[config.mk]
export PLATFORM = sky130hd
export DESIGN_NAME = adc_sample_sequencer
export DESIGN_NICKNAME = d
export VERILOG_FILES = /design/src/rtl/adc_sample_sequencer.sv
export SDC_FILE = /design/constraint.sdc
export NUM_CORES = 1
export LEC_CHECK = 0
export ABC_AREA = 1
export BUFFER_PORTS_ARGS = -buffer_cell sky130_fd_sc_hd__buf_4
export CORE_MARGIN = 2
export CORE_UTILIZATION = 50
export CTS_CLUSTER_DIAMETER = 60
export CTS_CLUSTER_SIZE = 25
export DETAILED_ROUTE_END_ITERATION = 8
export PLACE_DENSITY = 0.71
export REMOVE_ABC_BUFFERS = 1
export SETUP_SLACK_MARGIN = 0.5
export SLEW_MARGIN = 20
export SYNTH_ARGS = -nofsm -noshare
export SYNTH_HDL_FRONTEND = slang
export SYNTH_SLANG_ARGS = --single-unit
[constraint.sdc]
create_clock -name clk -period 6.3 [get_ports clk]
set_input_delay 1.26 -clock clk [delete_from_list [all_inputs] [get_ports clk]]
set_output_delay 1.26 -clock clk [all_outputs]
set_load 0.1 [all_outputs]
[src/rtl/adc_sample_sequencer.sv]
// Frame sequencer for the dual-channel SPI ADC connector: paces frames, drives the
// load/select handshake, and buffers captured A/B sample pairs in a small FWFT FIFO.
module adc_sample_sequencer #(
  parameter int unsigned PERIOD        = 200,
  parameter int unsigned GAP_CYCLES    = 4,
  parameter int unsigned FRAME_TIMEOUT = 64,
  parameter int unsigned DEPTH         = 4,
  parameter logic        CPOL_VAL      = 1'b0,
  parameter logic        CPHA_VAL      = 1'b0
) (
  input  logic        clk,
  input  logic        reset,
  input  logic        enable,
  input  logic [15:0] ctrl_word,
  output logic        ss_n,
  output logic        cpol,
  output logic        cpha,
  output logic        load_cmd,
  output logic [15:0] ctrl_out,
  input  logic        loaded,
  input  logic        finished,
  input  logic [13:0] data_a,
  input  logic [13:0] data_b,
  output logic        out_valid,
  input  logic        out_ready,
  output logic [13:0] out_a,
  output logic [13:0] out_b,
  output logic [4:0]  fifo_count,
  output logic        busy,
  output logic        overflow,
  output logic        timeout_err,
  input  logic        err_clr
);

  localparam int unsigned PerW = $clog2(PERIOD);
  localparam int unsigned CntW = $clog2(FRAME_TIMEOUT + GAP_CYCLES + 17);
  localparam int unsigned AW   = $clog2(DEPTH);

  localparam logic [PerW-1:0] PerLast   = PerW'(PERIOD - 1);
  localparam logic [CntW-1:0] LoadLast  = CntW'(15);
  localparam logic [CntW-1:0] FrameLast = CntW'(FRAME_TIMEOUT - 1);
  localparam logic [CntW-1:0] GapLast   = CntW'(GAP_CYCLES - 1);

  localparam logic [2:0] StIdle    = 3'd0;
  localparam logic [2:0] StLoad    = 3'd1;
  localparam logic [2:0] StFrame   = 3'd2;
  localparam logic [2:0] StCapture = 3'd3;
  localparam logic [2:0] StGap     = 3'd4;

  logic [2:0]      state_q, state_d;
  logic [CntW-1:0] cnt_q, cnt_d;
  logic [PerW-1:0] per_q, per_d;
  logic            pend_q, pend_d;
  logic [15:0]     ctrl_q, ctrl_d;
  logic            tick, push, pop, push_ok, full, tout_set, ovf_set;
  logic [AW-1:0]   wr_q, wr_d, rd_q, rd_d;
  logic [4:0]      count_q, count_d;
  logic [27:0]     mem_q [DEPTH];
  logic [27:0]     head, hold_q;
  logic            ovf_q, ovf_d, tout_q, tout_d;

  always_comb begin
    tick  = enable && (per_q == PerLast);
    per_d = (!enable || tick) ? '0 : per_q + PerW'(1);
  end

  always_comb begin
    state_d  = state_q;
    cnt_d    = cnt_q + CntW'(1);
    pend_d   = pend_q;
    ctrl_d   = ctrl_q;
    tout_set = 1'b0;
    push     = 1'b0;
    // Only one start may be remembered while a frame is in flight.
    if (tick && (state_q != StIdle)) pend_d = 1'b1;
    case (state_q)
      StIdle: begin
        cnt_d = '0;
        if (enable && (tick || pend_q)) begin
          state_d = StLoad;
          ctrl_d  = ctrl_word;
          pend_d  = 1'b0;
        end
      end
      StLoad: begin
        if (loaded) begin
          state_d = StFrame;
          cnt_d   = '0;
        end else if (cnt_q == LoadLast) begin
          state_d  = StGap;
          cnt_d    = '0;
          tout_set = 1'b1;
        end
      end
      StFrame: begin
        if (finished) begin
          state_d = StCapture;
          cnt_d   = '0;
        end else if (cnt_q == FrameLast) begin
          state_d  = StGap;
          cnt_d    = '0;
          tout_set = 1'b1;
        end
      end
      StCapture: begin
        push    = 1'b1;
        state_d = StGap;
        cnt_d   = '0;
      end
      StGap: begin
        if (cnt_q == GapLast) begin
          state_d = StIdle;
          cnt_d   = '0;
        end
      end
      default: begin
        state_d = StIdle;
        cnt_d   = '0;
      end
    endcase
    if (!enable) pend_d = 1'b0;
  end

  always_comb begin
    out_valid = (count_q != 5'd0);
    full      = (count_q == 5'(DEPTH));
    pop       = out_valid && out_ready;
    push_ok   = push && (!full || pop);
    ovf_set   = push && full && !pop;
    wr_d      = push_ok ? wr_q + AW'(1) : wr_q;
    rd_d      = pop ? rd_q + AW'(1) : rd_q;
    count_d   = count_q + 5'(push_ok) - 5'(pop);
    // A set event in the same cycle as err_clr keeps the flag high.
    ovf_d     = ovf_set | (ovf_q & ~err_clr);
    tout_d    = tout_set | (tout_q & ~err_clr);
    head      = mem_q[rd_q];
  end

  always_ff @(posedge clk or posedge reset) begin
    if (reset) begin
      state_q <= StIdle;
      cnt_q   <= '0;
      per_q   <= '0;
      pend_q  <= 1'b0;
      ctrl_q  <= '0;
      wr_q    <= '0;
      rd_q    <= '0;
      count_q <= '0;
      hold_q  <= '0;
      ovf_q   <= 1'b0;
      tout_q  <= 1'b0;
    end else begin
      state_q <= state_d;
      cnt_q   <= cnt_d;
      per_q   <= per_d;
      pend_q  <= pend_d;
      ctrl_q  <= ctrl_d;
      wr_q    <= wr_d;
      rd_q    <= rd_d;
      count_q <= count_d;
      ovf_q   <= ovf_d;
      tout_q  <= tout_d;
      if (out_valid) hold_q <= head;
    end
  end

  always_ff @(posedge clk) begin
    if (push_ok) mem_q[wr_q] <= {data_a, data_b};
  end

  // Outputs keep the last shown entry once the FIFO drains.
  always_comb begin
    ss_n        = !((state_q == StFrame) || (state_q == StCapture));
    load_cmd    = (state_q == StLoad);
    busy        = (state_q != StIdle);
    cpol        = CPOL_VAL;
    cpha        = CPHA_VAL;
    ctrl_out    = ctrl_q;
    fifo_count  = count_q;
    overflow    = ovf_q;
    timeout_err = tout_q;
    out_a       = out_valid ? head[27:14] : hold_q[27:14];
    out_b       = out_valid ? head[13:0] : hold_q[13:0];
  end

endmodule

Word level (Yosys, flattened, before mapping)
Memories as Yosys holds them, arrays and structs flattened. Cells that the tools add are included.

Bits of input ports: 51. Output and inout bits: 57. Register bits: 74. Bits in writable memories: 112. Memories kept: 1. Logic and storage cells: 84.

Reduce and logical (&&, ||, !) cells: 20. Multiplexer cells: 28. Equality and inequality tests: 13. $add $sub $neg: 6. Bitwise operators: 5.

Memory list: mem_q (words 4, bits a word 28, read ports 1, clocked after Yosys merged registers in 0, wr ports 1, line 58) `logic [27:0] mem_q [DEPTH];`.

Operators with widths (number): $mux 7 (5); $mux 14 (2); $pmux 7 s3 (1); $mux 3 (6); $pmux 3 s5 (1); $mux 1 (11); $add 8x1->8 const B (1); $eq 8x8->1 const B (1); $mux 8 (1); $add 7x1->7 const B (1); $eq 7x2->1 const B (1); $eq 7x4->1 const B (1); $eq 7x6->1 const B (1); $logic_and 1x1->1 (7); $eq 3x2->1 const B (2); $add 5x1->5 (1); $eq 5x3->1 const B (1); $reduce_bool 5->1 (1); $sub 5x1->5 (1); $add 2x1->2 const B (2); $logic_not 1->1 (4); $logic_or 1x1->1 (4); $ne 2x2->1 const B (2); $reduce_and 4->1 (1); other kinds (11) (13).

Longest topological paths before layout
Gate-level depths: netlist of run 1.

Depth after elaboration: 7. Depth in mapped cells: 16. Mapped depth without buffers: 16.

Worst setup path after synthesis of run 1
Ideal clock, no wire load.

Kind: flip-flop to output port. From: register count_q[3], in the netlist fifo_count[3]. To: output out_a[11]. Stages on the path, launching flop included: 7. Data arrival time: 3.943 ns. Required time: 5.040 ns. Path buffers: 2. Slack: 1.097 ns. Cells stage by stage: dfrtp_1 -> inv_1 -> ha_1 -> nand3_1 -> buf_2 -> buf_2 -> o21ai_0.

Word-level cells in the longest chain between the ends: 2.

Ends and longest elaborated chain: start: declaration (line 57) `logic [4:0] count_q, count_d;`; start signal: assignment (line 160) `count_q <= count_d;`; $reduce_bool 5->1 (line 125) `out_valid = (count_q != 5'd0);`; via out_valid (line 24) `output logic out_valid,`; $mux 14 (line 182) `out_a = out_valid ? head[27:14] : hold_q[27:14];`; end: declaration (line 26) `output logic [13:0] out_a,`.

The timed path passes the listed nets, and every way through them passes these cells.

Final worst setup path of run 1
From: register rd_q[0]. To: output out_a[6].

Word-level cells in the longest chain between the ends: 2.

Ends and longest elaborated chain: start: declaration (line 56) `logic [AW-1:0] wr_q, wr_d, rd_q, rd_d;`; start signal: assignment (line 159) `rd_q <= rd_d;`; $mem_v2 4x28; $mux 14 (line 182).

Every way passes these cells.

==> summary.log, run 1 <==
[pwr] Peak VDD IR 0.521 mV
[synthesis] number of enable-type register cells in the synthesized netlist 112
[final_layout] antenna diode count 0
[sta] Fin. Hold Viols 0
[critical_path] FF-to-FF path depth 17
[die] number of ports placed on the die boundary 108
[sta] worst relative slew slack 0.314
[synthesis] post-synthesis cell count 663
[die] row cnt 44
[place] weighted congestion at the end of routability-driven global placement 0.836
[routing] Routed WL 15.1 mm
[pwr] Leak 3.83 nW
[place] Detailed Place HPWL 9.00 mm
[clock_tree] post-cts gate resize count 0
[critical_path] crit path kind reg -> out
[final_layout] fraction of final layout cells with drive strength greater than 1 0.206
[critical_path] cell-by-cell listing of the critical path inv_2 -> o21ai_0 -> a31oi_1 -> buf_4
[die] height of the die 127 um
[place] port bufs 105
[pwr] Pwr Density 538 nW/um2
[critical_path] crit-path max FO 58
[clock_tree] CTS tree done
[sta] max-slew violations 0
[die] die extent in x 127 um
[critical_path] cell family with most CP delay buffers and inverters
[final_layout] fill count 1157
[global_route] total routing usage reported by global routing 0.200
[critical_path] worst reg2reg path endpoint fifo_count[4]
[sta] Final Hold Slack 455 ps
[global_route] largest net degree at the start of global routing 75
[clock_tree] clock transition at the registers of the reported paths 60 ps
[sta] final clock period utilization by the worst path 0.686
[clock_tree] number of clock buffers inserted by TritonCTS 17
[critical_path] Crit path required time 5040 ps
[sta] max frequency 231 MHz
[synthesis] Synth Cell Area 7530 um2
[status] outcome complete, no violations
[synthesis] top_reg_cell synth sky130_fd_sc_hd__edfxtp_1
[synthesis] syn avg cell area 11.4 um2
[sta] RSZ-0062 raised after global routing no
[die] Initial Util 0.514
[sta] measured slew at the worst slew-check pin 1030 ps
[synthesis] part of the Yosys area used for sequential elements 0.693
[clock_tree] Post-CTS Repair Setup Buffers 0
[critical_path] worst path arrival time 3060 ps
[final_layout] fin nets 827
[critical_path] critical path buffer and inverter count 2
[critical_path] endpoint type of the worst setup path output pin
[routing] total iterations of the first detailed-routing run 5
[clock_tree] buffers from clock root to sink, at most 2
[critical_path] startpoint of the worst register-to-register path fifo_count[2]
[critical_path] launch point of the worst path rd_q[0]
[clock_tree] insertion delay to the later sink of the worst-skew pair 430 ps
[sta] post-layout min period 4320 ps
[routing] via count 5010
[job] number of max-cap violations 0
[global_route] vias in the first global route 5005
[synthesis] top post-synthesis cells by area sky130_fd_sc_hd__edfxtp_1 45%, sky130_fd_sc_hd__dfrtp_1 25%, sky130_fd_sc_hd__nor2_1 8.3%
[clock_tree] H-tree depth reported by CTS 4
[synthesis] largest area contributor in the synthesized netlist sky130_fd_sc_hd__edfxtp_1
[critical_path] Slowest-stage cell, CP sky130_fd_sc_hd__inv_2
[critical_path] R2R Setup Slk 2840 ps
[critical_path] critical path's largest stage delay 830 ps
[synthesis] number of unique standard cell types used by synthesis 38
[clock_tree] Root Driver sky130_fd_sc_hd__clkbuf_16
[hold_path] worst hold path type reg -> reg
[critical_path] capture point of the worst path out_a[6]
[routing] first-iteration detailed-routing DRC count 391
[die] placeable core region 14600 um2
[hold_path] beginning of the worst hold path per_q[0]
[routing] vias per inst 5.22
[global_route] global-route wire length before repair 24.8 mm
[final_layout] area growth from synthesis to layout 20.1%
[global_route] number of antenna violations at the first check in global routing 0
[critical_path] number of cells on the critical path 4
[routing] DRT antenna net count 0
[sta] total negative slack for setup checks 0 ps
[routing] routed len/inst 15.7 um
[sta] final clock skew 11.3 ps
[critical_path] type of element launching the critical path register
[clock_tree] hold buffer count at cts 0
[sta] endpoints failing setup 0
[die] DIE AREA 16100 um2
[global_route] aggregate global routing overflow 0
[clock_tree] Sinks on Clock Net 186
[hold_path] worst hold stages 1
[synthesis] async set-or-reset flop fraction in the synthesized netlist 0.398
[synthesis] number of synthesized register bits 186
[routing] DRC violations left 0
[synthesis] portion of synthesized cell area occupied by the leading cell type 0.447
[synthesis] number of warnings reported in the yosys synthesis log 0
## cell usage in the layout (no fill, tap or decap), types with 2 or more instances in the layout
cell / n
sky130_fd_sc_hd__a31oi_1: 27
sky130_fd_sc_hd__bufinv_16: 2
sky130_fd_sc_hd__dfrtp_1: 73
sky130_fd_sc_hd__nand2_1: 65
sky130_fd_sc_hd__clkinv_4: 3
sky130_fd_sc_hd__clkbuf_1: 4
sky130_fd_sc_hd__o21ai_0: 70
sky130_fd_sc_hd__xor2_1: 6
sky130_fd_sc_hd__inv_2: 5
sky130_fd_sc_hd__ha_1: 12
sky130_fd_sc_hd__nand3b_1: 2
sky130_fd_sc_hd__nor2_4: 6
sky130_fd_sc_hd__buf_4: 108
sky130_fd_sc_hd__nand3_1: 10
sky130_fd_sc_hd__nor3_1: 4
sky130_fd_sc_hd__inv_6: 2
sky130_fd_sc_hd__edfxtp_1: 112
sky130_fd_sc_hd__nor3b_1: 3
sky130_fd_sc_hd__clkbuf_16: 17
sky130_fd_sc_hd__nor2_2: 2
sky130_fd_sc_hd__o21ai_1: 9
sky130_fd_sc_hd__a21oi_1: 6
sky130_fd_sc_hd__nand2_2: 4
sky130_fd_sc_hd__nand3_2: 3
sky130_fd_sc_hd__nor2_1: 162
sky130_fd_sc_hd__inv_1: 40
sky130_fd_sc_hd__conb_1: 2
sky130_fd_sc_hd__clkbuf_8: 2
## per-stage QoR
step | instances | power [W] | area, um2 | util | worst slack, ps
after floorplan | 635 | 0.00333 | 7350 | - | -649
after global placement | 927 | 0.00381 | 8430 | 0.576 | 2480
after detailed placement | 927 | 0.00385 | 8430 | 0.576 | 2450
after CTS | 959 | 0.00490 | 9020 | 0.616 | 1970
after global routing | 960 | 0.00510 | 9040 | 0.618 | 1630
final | 960 | 0.00487 | 9040 | 0.618 | 1980
## sequential cells by signal, summed over array words and instances (netlist names), 2 cells and up
register / count
mem_q: 112
rd_q: 2
per_q: 8
ctrl_out: 16
hold_q: 28
cnt_q: 7
fifo_count: 5
state_q: 3
wr_q: 2
## cell type report
cell class              count  area (um2)  area share
multi-input cells         403        2000       0.221
flip-flops and latches    186        5220       0.577
clock buffers              23         468      0.0517
clock inverters             9         115      0.0127
inverters                  46         174      0.0192
repair buffers            109         838      0.0927
well taps                 184         230      0.0255
## cells by family after synthesis
kind of cell,after synthesis,synth area share
simple gates,265,0.147
flops,186,0.693
compound gates,116,0.0829
buf+inv,75,0.0467
fa+ha+maj,13,0.0226
xor+xnor,7,0.00814
other cells,1,0.000498
## worst min path at each step
| stage | to | slack, ps |
|---|---|---|
| 3_5_place_dp | per_q[0] | 450 |
| 4_1_cts | per_q[0] | 460 |
| 3_3_place_gp | cnt_q[0] | 440 |
| 5_1_grt | per_q[0] | 480 |
| 6_report | per_q[0] | 460 |
| 2_1_floorplan | cnt_q[0] | 430 |
## Yosys cell counts, drive strengths merged (2+ instances only)
master / count
inv: 46
nand3: 13
nand3b: 2
a21oi: 6
buf: 21
ha: 12
nor3b: 3
nand2: 70
o21ai: 79
edfxtp: 112
dfrtp: 74
a31oi: 27
xor2: 6
nor2: 171
clkbuf: 8
nor3: 4
## report_power, final
| group | switching [W] | internal [W] | total, W |
|---|---|---|---|
| clock | 0.000435 | 0.000609 | 0.00104 |
| sequential | 0.000110 | 0.00147 | 0.00158 |
| combinational | 0.00178 | 0.000461 | 0.00224 |
## routing by layer
metal	GRT usage	vias up	wire length, um
met3	0.0493	20	960
met5	0	-	0
li1	-	2435	-
met2	0.336	150	7370
met1	0.254	2405	6560
met4	0.0730	0	206
Power figures use the tool's default switching activity.
==> inputs of run 2 (changes only) <==
--- a/config.mk
+++ b/config.mk
@@ -12,7 +12,7 @@
 export CTS_CLUSTER_DIAMETER = 60
 export CTS_CLUSTER_SIZE = 25
 export DETAILED_ROUTE_END_ITERATION = 8
-export PLACE_DENSITY = 0.71
+export PLACE_DENSITY = 0.74
 export REMOVE_ABC_BUFFERS = 1
 export SETUP_SLACK_MARGIN = 0.5
 export SLEW_MARGIN = 20
==> constraint.sdc (replaced) <==
create_clock -name clk -period 3.7 [get_ports clk]
set_input_delay 0.74 -clock clk [delete_from_list [all_inputs] [get_ports clk]]
set_output_delay 0.74 -clock clk [all_outputs]
set_load 0.1 [all_outputs]
==> run 2 against run 1 <==
Effect of this change:
- clock-buffer cell count rose by 2
- global-route usage grew 0.31 points
- clock skew shrank 0.60 ps
- sequential share of layout area increased by 0.064 points
- first-iteration DRC count increased by 6.6%
- critical path depth up 3
- total power is 69% higher
- critical path type unchanged
==> summary.log, run 2 (same netlist as run 1, synthesis figures left out) <==
[global_route] total routing usage reported by global routing 0.203
[clock_tree] hold buffer count at cts 0
[die] row cnt 44
[final_layout] area of combinational cells with multiple inputs 2000 um2
[die] placeable core region 14600 um2
[critical_path] endpoint type of the worst setup path output pin
[sta] final clock period utilization by the worst path 0.817
[sta] measured slew at the worst slew-check pin 954 ps
[clock_tree] clock transition at the registers of the reported paths 60 ps
[die] height of the die 127 um
[routing] via count 5092
[global_route] number of antenna violations at the first check in global routing 0
[routing] DRT antenna net count 0
[sta] max-slew violations 0
[clock_tree] CTS tree done
[critical_path] crit path kind reg -> out
[pwr] part of the power in registers 0.320
[final_layout] fraction of final layout cells with drive strength greater than 1 0.209
[critical_path] launch point of the worst path fifo_count[2]
[pwr] Pwr Density 912 nW/um2
[die] Initial Util 0.514
[critical_path] worst path arrival time 2280 ps
[pwr] fraction of power consumed by the clock network 0.206
[final_layout] sequential cell area 5220 um2
[sta] RSZ-0062 raised after global routing no
[pwr] net switching power figure 0.00395 W
[final_layout] most frequent cells in the layout 162 x sky130_fd_sc_hd__nor2_1, 112 x sky130_fd_sc_hd__edfxtp_1, 111 x sky130_fd_sc_hd__buf_4, 73 x sky130_fd_sc_hd__dfrtp_1, 70 x sky130_fd_sc_hd__o21ai_0
[final_layout] fill count 1145
[place] weighted congestion at the end of routability-driven global placement 0.789
[sta] max frequency 331 MHz
[routing] vias per inst 5.28
[pwr] share of total power consumed by net switching 0.479
[clock_tree] Root Driver sky130_fd_sc_hd__clkbuf_16
[sta] endpoints failing setup 0
[sta] Final Hold Slack 472 ps
[final_layout] Reg with most FFs mem_q
[die] die extent in x 127 um
[pwr] share of power burned in combinational logic 0.474
[global_route] vias in the first global route 5188
[status] outcome complete, no violations
[critical_path] Crit path required time 2960 ps
[place] Placement Setup Slack 821 ps
[final_layout] max FFs per register 112
[final_layout] commonest non-fill, non-tap cell in the layout sky130_fd_sc_hd__nor2_1
[clock_tree] insertion delay to the later sink of the worst-skew pair 430 ps
[clock_tree] buffers from clock root to sink, at most 2
[global_route] largest net degree at the start of global routing 58
[final_layout] antenna diode count 0
[die] DIE AREA 16100 um2
[final_layout] area growth from synthesis to layout 20.0%
[clock_tree] Sinks on Clock Net 186
[global_route] aggregate global routing overflow 0
[job] number of max-cap violations 0
[sta] worst relative slew slack 0.363
[place] Detailed Place HPWL 9.56 mm
[critical_path] type of element launching the critical path register
[pwr] internal power of the cells 0.00429 W
[sta] post-layout min period 3020 ps
[place] port bufs 105
[routing] Routed WL 15.5 mm
[final_layout] Final Core Density 0.617
[pwr] Leak 3.84 nW
[critical_path] startpoint of the worst register-to-register path fifo_count[2]
[routing] routed len/inst 16.1 um
[clock_tree] Post-CTS Repair Setup Buffers 0
[die] number of ports placed on the die boundary 108
[sta] Fin. Hold Viols 0
[clock_tree] H-tree depth reported by CTS 4
[pwr] Peak VDD IR 0.745 mV
[sta] worst setup margin 676 ps
[global_route] global-route wire length before repair 25.1 mm
[final_layout] fin nets 831
[routing] total iterations of the first detailed-routing run 5
[sta] final clock skew 10.7 ps
[clock_tree] number of clock buffers inserted by TritonCTS 17
[hold_path] worst hold path type in -> async
[routing] first-iteration detailed-routing DRC count 417
[critical_path] crit-path max FO 57
[routing] DRC violations left 0
## run 2: metal layers
metal  GRT usage  vias up  part of all wire
li1            -     2438                 -
met1       0.254     2468              0.43
met2       0.343      173              0.49
met3      0.0498       13             0.073
met4      0.0782        0             0.011
met5           0        -                 0
## run 2: critical path, stage by stage (launching register included)
cell                       delay (ps)
sky130_fd_sc_hd__dfrtp_1          370
sky130_fd_sc_hd__inv_1             70
sky130_fd_sc_hd__ha_1             210
sky130_fd_sc_hd__nand3_2           90
sky130_fd_sc_hd__clkbuf_8         350
sky130_fd_sc_hd__nor2_1            80
sky130_fd_sc_hd__a31oi_1          280
sky130_fd_sc_hd__buf_4            360
## run 2: power by group through the flow
stage	logic (W)	registers, W	clock network (W)
detailed placement	0.00390	0.00268	0
global route	0.00413	0.00267	0.00179
CTS	0.00392	0.00264	0.00172
finish	0.00391	0.00264	0.00169
floorplan	0.00274	0.00294	0
global placement	0.00384	0.00266	0
## run 2: stage by stage
step | cell area [um2] | instances | power, W | TNS, ps
2_1_floorplan | 7350 | 635 | 0.00568 | -290080
3_3_place_gp | 8470 | 932 | 0.00651 | 0
3_5_place_dp | 8470 | 932 | 0.00658 | 0
4_1_cts | 9020 | 964 | 0.00828 | 0
5_1_grt | 9030 | 964 | 0.00860 | 0
6_report | 9030 | 964 | 0.00824 | 0
## run 2: area by class of cell
| class | count | share of cell area |
|---|---|---|
| multi-input combinational | 403 | 0.222 |
| sequential | 186 | 0.577 |
| inverter | 46 | 0.0195 |
| timing repair buffer | 113 | 0.0950 |
| clock inverter | 7 | 0.00706 |
| clock buffer | 25 | 0.0539 |
| tap | 184 | 0.0255 |
## run 2: worst paths after layout
check	endpoint	slack, ps	cells past startpoint
max	out_a[13]	680	7
min	ctrl_out[5]	470	2
max reg2reg	fifo_count[4]	890	16
min reg2reg	per_q[0]	470	1
max in group asynchronous	per_q[4]	2480	3
min in group clk	per_q[0]	470	1
## run 2: timing repair
action,in CTS,in global routing
endpoints found under the setup margin,2,28
gates cloned,0,0
pin swaps,0,0
resized for setup,1,3
==> inputs of run 3 (changes only) <==
==> constraint.sdc (replaced) <==
create_clock -name clk -period 2.7 [get_ports clk]
set_input_delay 0.54 -clock clk [delete_from_list [all_inputs] [get_ports clk]]
set_output_delay 0.54 -clock clk [all_outputs]
set_load 0.1 [all_outputs]
==> run 3 against run 2 <==
Effect of this change:
- combinational power grew 110%
- core utilization increased by 15 points
- largest power group unchanged
- via count increased by 17%
- clock power rose by 39%
- largest cell class unchanged
- final cell count up 8.9%
- first-iteration DRC count up 50%
- cell area up 24%
- clock-buffer cell count decreased by 4
- worst setup slack worse by 560 ps
- sequential share of layout area is 11 points lower
- highest routed layer unchanged
- global-route usage grew 5.5 points
==> summary.log, run 3 (same netlist as run 1, synthesis figures left out) <==
[final_layout] max FFs per register 112
[final_layout] commonest non-fill, non-tap cell in the layout sky130_fd_sc_hd__nor2_1
[critical_path] cell-by-cell listing of the critical path inv_2 -> ha_4 -> nand3_4 -> buf_12 -> buf_16 -> a31oi_4 -> buf_12
[status] outcome complete, no violations
[global_route] largest net degree at the start of global routing 39
[clock_tree] insertion delay to the later sink of the worst-skew pair 430 ps
[clock_tree] clock transition at the registers of the reported paths 70 ps
[routing] total iterations of the first detailed-routing run 5
[global_route] global-route wire length before repair 31.3 mm
[routing] Routed WL 22.0 mm
[final_layout] area of combinational cells with multiple inputs 2570 um2
[global_route] aggregate global routing overflow 0
[global_route] number of antenna violations at the first check in global routing 0
[critical_path] crit path kind reg -> out
[critical_path] critical path's largest stage delay 410 ps
[critical_path] worst path arrival time 2040 ps
[place] weighted congestion at the end of routability-driven global placement 0.827
[sta] final clock skew 8.31 ps
[sta] Fin. Hold Viols 0
[pwr] total power draw 0.0143 W
[hold_path] worst hold path type in -> async
[routing] vias per inst 5.66
[die] placeable core region 14600 um2
[clock_tree] buffers from clock root to sink, at most 2
[final_layout] fraction of final layout cells with drive strength greater than 1 0.352
[sta] max-slew violations 0
[pwr] Leak 4.64 nW
[critical_path] launch point of the worst path fifo_count[2]
[final_layout] fin nets 917
[final_layout] antenna diode count 0
[critical_path] Crit path required time 2160 ps
[sta] post-layout min period 2580 ps
[final_layout] fill count 812
[critical_path] endpoint type of the worst setup path output pin
[clock_tree] H-tree depth reported by CTS 4
[critical_path] crit-path max FO 7
[critical_path] cell family with most CP delay buffers and inverters
[sta] final clock period utilization by the worst path 0.957
[place] Detailed Place HPWL 10.3 mm
[critical_path] Slowest-stage cell, CP sky130_fd_sc_hd__dfrtp_1
[sta] endpoints failing setup 0
[sta] worst relative slew slack 0.498
[sta] total negative slack for setup checks 0 ps
[sta] RSZ-0062 raised after global routing yes
[final_layout] Reg with most FFs mem_q
[place] port bufs 105
[clock_tree] hold buffer count at cts 0
[die] DIE AREA 16100 um2
[routing] first-iteration detailed-routing DRC count 624
[sta] measured slew at the worst slew-check pin 752 ps
[global_route] total routing usage reported by global routing 0.257
[critical_path] critical path buffer and inverter count 4
[pwr] Pwr Density 1280 nW/um2
[die] Initial Util 0.514
[clock_tree] Sinks on Clock Net 186
[routing] DRT antenna net count 0
[clock_tree] number of clock buffers inserted by TritonCTS 17
[routing] routed len/inst 21.0 um
[sta] max frequency 387 MHz
[global_route] vias in the first global route 6056
[clock_tree] CTS tree done
[final_layout] most frequent cells in the layout 158 x sky130_fd_sc_hd__nor2_1, 112 x sky130_fd_sc_hd__edfxtp_1, 102 x sky130_fd_sc_hd__buf_4, 70 x sky130_fd_sc_hd__dfrtp_1, 64 x sky130_fd_sc_hd__nand2_1
[final_layout] sequential cell area 5220 um2
[final_layout] area growth from synthesis to layout 48.3%
[job] number of max-cap violations 0
[critical_path] type of element launching the critical path register
[die] number of ports placed on the die boundary 108
[routing] DRC violations left 0
[clock_tree] Root Driver sky130_fd_sc_hd__clkbuf_16
[critical_path] cell with the most instances on the worst path sky130_fd_sc_hd__buf_12
[die] height of the die 127 um
[die] row cnt 44
[die] die extent in x 127 um
[routing] via count 5946
[critical_path] startpoint of the worst register-to-register path fifo_count[2]
[pwr] Peak VDD IR 1.24 mV
-- run 3: changes by cell type in the layout (fill, tap and decap cells not counted), sizes merged --
cell / previous run / this run
clkbuf: 26 / 25
clkinv: 6 / 8
inv: 46 / 48
buf: 112 / 195
-- run 3: metal layers --
layer	GRT usage	vias up	routed length [um]
li1	-	2620	-
met2	0.453	354	11500
met5	0	-	0
met4	0.0905	0	412
met3	0.0650	39	1700
met1	0.310	2933	8410
-- run 3: repair_timing --
action	CTS	global route
endpoints found under the setup margin	53	149
gates resized for setup	201	73
pin swaps	33	30
cloned	6	5
buffers inserted	46	18
-- run 3: path summary, 6_finish.rpt --
check	end	slack [ps]	cells past startpoint
min in group clk	mem_q[3][11]	310	1
min	ctrl_out[12]	220	2
min reg2reg	cnt_q[0]	480	1
max reg2reg	fifo_count[2]	130	17
max	out_a[4]	120	7
max in group asynchronous	hold_q[3]	1810	3
-- run 3: final cells by class --
cell class	instances	share of cell area
Multi-Input combinational cell	403	0.230
Timing Repair Buffer	199	0.215
Sequential cell	186	0.468
Inverter	46	0.0169
Clock inverter	11	0.00852
Clock buffer	21	0.0403
Tap cell	184	0.0206
-- run 3: metrics by stage --
stage               cells  setup WS, ps  area, um2  hold slack (ps)  utilization
floorplan             635         -3530       7350              433            -
global placement      943           152       8620              446        0.588
detailed placement    943          44.1       8620              457        0.588
CTS                  1027           214      10600              227        0.727
global route         1050          65.6      11200              261        0.763
finish               1050           117      11200              224        0.763
-- run 3: power breakdown --
group	total (W)	switching, W	internal [W]
logic	0.00823	0.00525	0.00298
clock network	0.00235	0.00106	0.00130
registers	0.00367	0.000224	0.00345
-- run 3: worst register-to-register path: cells and delay by family (launching register included) --
kind / cells / cell delay, ps
DFF: 1 / 410
xor gates and xnor gates: 1 / 110
and+or+nand+nor: 4 / 320
adders and majority gates: 4 / 850
buffers and inverters: 8 / 760
